<file path="src/rtl/cb_pkg.sv">
// Shared constants and pointer helpers for the multi-lane circular buffer.
// Optional same-cycle slot reuse in cb_multi is enabled by CB_SAME_CYCLE_FREE_EN.
package cb_pkg;

    localparam int CB_IDX_DEF   = 3;
    localparam int CB_WIDTH_DEF = 8;
    localparam int CB_CNT_W_DEF = CB_IDX_DEF + 1;

    // Occupancy needs one bit more than a pointer so that "full" is representable.
    function automatic int unsigned cnt_width(input int unsigned idx);
        return idx + 1;
    endfunction

    function automatic int unsigned wrap_add(input int unsigned ptr,
                                             input int unsigned n,
                                             input int unsigned idx);
        return (ptr + n) & ((32'd1 << idx) - 32'd1);
    endfunction

endpackage

</file>
<file path="src/rtl/cb_lane_grant.sv">
// Grants the contiguous-from-lane-0 run of requests, capped by a limit.
// A lane after the first idle request is never granted in that cycle.
module cb_lane_grant #(
    parameter int N  = 2,
    parameter int LW = 4
) (
    input  logic [N-1:0]  req,
    input  logic [LW-1:0] limit,
    output logic [LW-1:0] grant
);

    logic [LW-1:0] pfx;
    logic          run;

    always_comb begin
        pfx = '0;
        run = 1'b1;
        for (int i = 0; i < N; i++) begin
            if (run && req[i]) begin
                pfx = pfx + LW'(1);
            end else begin
                run = 1'b0;
            end
        end
        grant = (pfx < limit) ? pfx : limit;
    end

endmodule

</file>
<file path="src/rtl/cb_multi.sv">
// Parametrised multi-lane circular buffer with generalised tail rollback.
// Define CB_SAME_CYCLE_FREE_EN to let inserts reuse slots vacated by same-cycle removes.
module cb_multi
    import cb_pkg::*;
#(
    parameter int CB_IDX   = CB_IDX_DEF,
    parameter int CB_WIDTH = CB_WIDTH_DEF,
    parameter int N_IN     = 2,
    parameter int N_OUT    = 2
) (
    input  logic                      clk,
    input  logic                      reset,
    input  logic [N_IN-1:0]           din_en,
    input  logic [N_IN*CB_WIDTH-1:0]  din,
    input  logic [N_OUT-1:0]          dout_req,
    input  logic                      move_tail,
    input  logic [CB_IDX:0]           tail_offset,
    output logic [N_OUT*CB_WIDTH-1:0] dout,
    output logic [N_OUT-1:0]          dout_valid,
    output logic [CB_IDX:0]           count,
    output logic                      full,
    output logic                      full_almost,
    output logic                      empty,
    output logic                      empty_almost
);

    localparam int            CB_DEPTH = 1 << CB_IDX;
    localparam int            CW       = cnt_width(CB_IDX);
    localparam logic [CW-1:0] DEPTH_C  = CW'(CB_DEPTH);

    logic [CB_WIDTH-1:0] mem [CB_DEPTH];
    logic [CB_IDX-1:0]   head;
    logic [CB_IDX-1:0]   tail;
    logic [CW-1:0]       cnt;

    logic [CB_IDX-1:0]   head_nxt;
    logic [CB_IDX-1:0]   tail_nxt;
    logic [CW-1:0]       cnt_nxt;

    logic [CW-1:0]       off_clamp;
    logic [CW-1:0]       rm_limit;
    logic [CW-1:0]       free_slots;
    logic [CW-1:0]       free_now;
    logic [CW-1:0]       n_rm;
    logic [CW-1:0]       n_in;
    logic [N_IN-1:0]     ins_req;

    // Rollback can only shrink occupancy, and it shadows every insert request.
    always_comb begin
        off_clamp = (tail_offset > cnt) ? cnt : tail_offset;
        rm_limit  = move_tail ? off_clamp : cnt;
        ins_req   = move_tail ? '0 : din_en;
    end

    always_comb begin
`ifdef CB_SAME_CYCLE_FREE_EN
        free_slots = DEPTH_C - cnt + n_rm;
`else
        free_slots = DEPTH_C - cnt;
`endif
    end

    cb_lane_grant #(
        .N  (N_OUT),
        .LW (CW)
    ) u_rm_grant (
        .req   (dout_req),
        .limit (rm_limit),
        .grant (n_rm)
    );

    cb_lane_grant #(
        .N  (N_IN),
        .LW (CW)
    ) u_in_grant (
        .req   (ins_req),
        .limit (free_slots),
        .grant (n_in)
    );

    always_comb begin
        head_nxt = CB_IDX'(wrap_add(32'(head), 32'(n_rm), CB_IDX));
        if (move_tail) begin
            tail_nxt = CB_IDX'(wrap_add(32'(head), 32'(off_clamp), CB_IDX));
            cnt_nxt  = off_clamp - n_rm;
        end else begin
            tail_nxt = CB_IDX'(wrap_add(32'(tail), 32'(n_in), CB_IDX));
            cnt_nxt  = cnt + n_in - n_rm;
        end
    end

    always_ff @(posedge clk or negedge reset) begin
        if (!reset) begin
            head <= '0;
            tail <= '0;
            cnt  <= '0;
            for (int i = 0; i < CB_DEPTH; i++) begin
                mem[i] <= '0;
            end
        end else begin
            head <= head_nxt;
            tail <= tail_nxt;
            cnt  <= cnt_nxt;
            for (int i = 0; i < N_IN; i++) begin
                if (CW'(i) < n_in) begin
                    mem[CB_IDX'(wrap_add(32'(tail), i, CB_IDX))] <= din[i*CB_WIDTH +: CB_WIDTH];
                end
            end
        end
    end

    // Handshake: lane i holds live data when dout_valid[i]=1; a dout_req on lane i
    // consumes that entry at the next edge only if it lies in the granted prefix.
    always_comb begin
        dout       = '0;
        dout_valid = '0;
        for (int i = 0; i < N_OUT; i++) begin
            dout[i*CB_WIDTH +: CB_WIDTH] = mem[CB_IDX'(wrap_add(32'(head), i, CB_IDX))];
            dout_valid[i]                = CW'(i) < cnt;
        end
    end

    always_comb begin
        free_now     = DEPTH_C - cnt;
        count        = cnt;
        full         = (cnt == DEPTH_C);
        empty        = (cnt == '0);
        full_almost  = (free_now != '0) && (free_now < CW'(N_IN));
        empty_almost = (cnt != '0) && (cnt < CW'(N_OUT));
    end

endmodule

</file>
<file path="config.mk">
export PLATFORM = sky130hd
export DESIGN_NAME = cb_multi
export DESIGN_NICKNAME = d
export VERILOG_FILES = /design/src/rtl/cb_pkg.sv /design/src/rtl/cb_lane_grant.sv /design/src/rtl/cb_multi.sv
export SDC_FILE = /design/constraint.sdc
export NUM_CORES = 1
export LEC_CHECK = 0
export CORE_MARGIN = 3
export CORE_UTILIZATION = 35
export DETAILED_ROUTE_END_ITERATION = 10
export GPL_ROUTABILITY_DRIVEN = 0
export GPL_TIMING_DRIVEN = 0
export PLACE_DENSITY = 0.55
export SYNTH_ARGS = -nofsm -noshare
export SYNTH_HDL_FRONTEND = slang
export SYNTH_SLANG_ARGS = --single-unit
export TNS_END_PERCENT = 100
</file>
<file path="constraint.sdc">
create_clock -name clk -period 5.7 [get_ports clk]
set_input_delay 0.57 -clock clk [delete_from_list [all_inputs] [get_ports clk]]
set_output_delay 0.57 -clock clk [all_outputs]
set_load 0.05 [all_outputs]
</file>
==> results.tsv <==
metric	value	unit
status	complete, but fails checks	
failing checks	capacitance limit	
minimum clock period	5120	ps
DR vias/cell	5.81	
maxcap violations	1	
first-pass GRT wire length	24.9	mm
Routed WL	16.2	mm
Max Transition Viols Final	0	
total CTS buffers	9	
crit path kind	in2reg	
FFs w/ async S/R, synth	100	%
post-CTS sizing	0	
Setup WS pre-CTS	177	ps
vias in the first global route	4088	
Avg Inst Size Synth	11.7	µm²
crit path max fanout	6	
WL/cell	22.8	µm
Row Count	44	
# IOs	53	
die height	129	µm
grt ovf	0	
DRC	0	
Final Hold Fails	0	
post-synthesis cell type count	40	
CP Launch Type	input port	
detailed placer's ending HPWL	10.9	mm
Final period util	89.8	%
CTS Hold Bufs	0	
antenna violations before repair	0	
worst path setup slack after routing	583	ps
slew margin rel.	0.964	%
Post-Synthesis Cells	455	
CTS root buf	clkbuf_16	
Synth warnings	0	
fmax	195	MHz
number of iterations in the first detailed-routing pass	5	
mapped cell area	5320	µm²
Final ANT Viol Nets	0	
Die Width	129	µm
# Post-CTS Setup Buffers	0	
Post-synth EDFFs	0	
Initial Utilization	36.2	%
H-tree levels	3	
CTS Sinks	74	
ant diodes	0	
area delta synth->final	20.9	%
Vias	4123	
RSZ-0062 raised after global routing	false	
nets@finish	574	
setup skew after layout	12.4	ps
CTS tree	done	
Longest Clk Path Bufs	2	
GRT Util Overall	20.1	%
core area	14700	µm²
Hold Crit Class	in2async	
Worst-Skew Late Latency	350	ps
drt initial violations	304	
Seq/Total Area, Yosys	34.8	%
Die ar.	16700	µm²
Arrival @ worst endpoint	5390	ps
Synth Flop Type	dfrtp_1	
Worst Tran Pin Value	1470	ps
Critical Path RT	5970	ps
setup_tns	0	ps
clock-pin slew on the worst setup and hold paths	60	ps
Port Buffers	52	
Critical Path End Type	flop	
synthesis-stage register bit count	74	
setup violators final	0	
largest net degree at the start of global routing	51	
layout cell share with drive strength beyond 1	29.3	%
==> worst paths after layout <==
check	from	endpoint	slack (ps)	depth (start not counted)
max	tail_offset[0]	count[3]$_DFF_PN0_	580	21
min	reset	mem[27]$_DFF_PN0_	140	1
max reg2reg	count[1]$_DFF_PN0_	count[3]$_DFF_PN0_	640	21
min reg2reg	mem[23]$_DFF_PN0_	mem[23]$_DFF_PN0_	540	2
max in group asynchronous	reset	mem[45]$_DFF_PN0_	4980	2
min in group clk	mem[23]$_DFF_PN0_	mem[23]$_DFF_PN0_	540	2
==> worst max-delay path: stages <==
cell and delay [ps]:
clkdlybuf4s50_1 480, inv_1 60, ha_1 280, and4_1 170, a21oi_1 390, nand2b_1 260
mux2i_1 320, ha_1 280, nor2_1 150, nor3_1 60, mux2_2 300, o31a_1 140
mux2i_1 390, fa_1 540, inv_1 80, ha_1 230, a21o_1 180, a21oi_1 180
xnor2_1 130, nor2_1 50, a21oi_1 120
==> final cells by class <==
class                   count  area [µm²]
multi-input cells         343        3320
clock buffers              10         239
inverters                  20        75.1
repair buffers             54         553
flip-flops and latches     74        1850
fillers                  1340        8270
clock inverters             6        87.6
plain buffers              19        73.8
well taps                 184         230
==> registers in the layout (all words and copies together) (netlist names) <==
name,flops
count,4
head,3
mem,64
tail,3
==> cell families after synthesis <==
group	after synthesis	share of synthesized area (%)
xor gates and xnor gates	12	1.98
adders and majority gates	26	6.96
and+or+nand+nor	92	8.84
DFF	74	34.8
other	1	0.0705
buffers and inverters	39	2.80
AOI/OAI and AO/OA	83	10.7
muxes	128	33.9
==> Yosys cell counts (all sizes together), types with 3 or more instances <==
cell,number,area share [%]
mux2i,9,1.9
a21o,3,0.42
dfrtp,74,35
fa,6,2.3
nand2b,3,0.35
and2,3,0.35
nor3,6,0.99
a21oi,42,4.2
nand2,46,3.4
xor2,7,1.2
mux4,32,14
nand3,4,0.38
xnor2,5,0.82
mux2,87,18
ha,20,4.7
inv,20,1.4
a2bb2oi,32,5.3
and3,3,0.35
nor2b,7,0.82
clkbuf,13,0.92
nor2,14,1.1
buf,6,0.47
==> placed cells by master, fill, tap and decap left out, drive strengths merged <==
| cell | n |
|---|---|
| ha | 20 |
| nor2 | 14 |
| a221oi | 1 |
| xor2 | 7 |
| nand4 | 1 |
| nand2 | 46 |
| and2 | 3 |
| o31a | 1 |
| o21ai | 2 |
| mux2i | 9 |
| a21o | 3 |
| xnor2 | 5 |
| clkinv | 3 |
| mux2 | 87 |
| fa | 6 |
| clkbuf | 23 |
| o211ai | 1 |
| nand3 | 4 |
| and3 | 3 |
| nor2b | 7 |
| buf | 9 |
| nor4 | 2 |
| conb | 2 |
| nand2b | 3 |
| mux4 | 32 |
| bufinv | 2 |
| a21oi | 42 |
| nor3 | 6 |
| and4 | 1 |
| dfrtp | 74 |
| o21bai | 1 |
| a2bb2oi | 32 |
| or3 | 2 |
| clkdlybuf4s50 | 51 |
| inv | 21 |
==> stage by stage <==
stage,area (µm²),hold WS [ps],instances,utilization [%]
global placement,6070,521,692,41.3
CTS,6430,148,709,43.7
finish,6430,140,710,43.8
floorplan,5320,274,456,-
global route,6430,158,710,43.8
detailed placement,6100,517,693,41.5
==> layer usage <==
| metal | wire length (µm) | part of all wire [%] | track usage [%] |
|---|---|---|---|
| met1 | 6890 | 43 | 26.6 |
| met2 | 7890 | 49 | 33.0 |
| met3 | 993 | 6.1 | 4.49 |
| met4 | 405 | 2.5 | 6.11 |
| met5 | 0 | 0 | 0 |
Power is not shown: default switching activity piles up to over one toggle a cycle in this logic, so the estimate is an artifact.
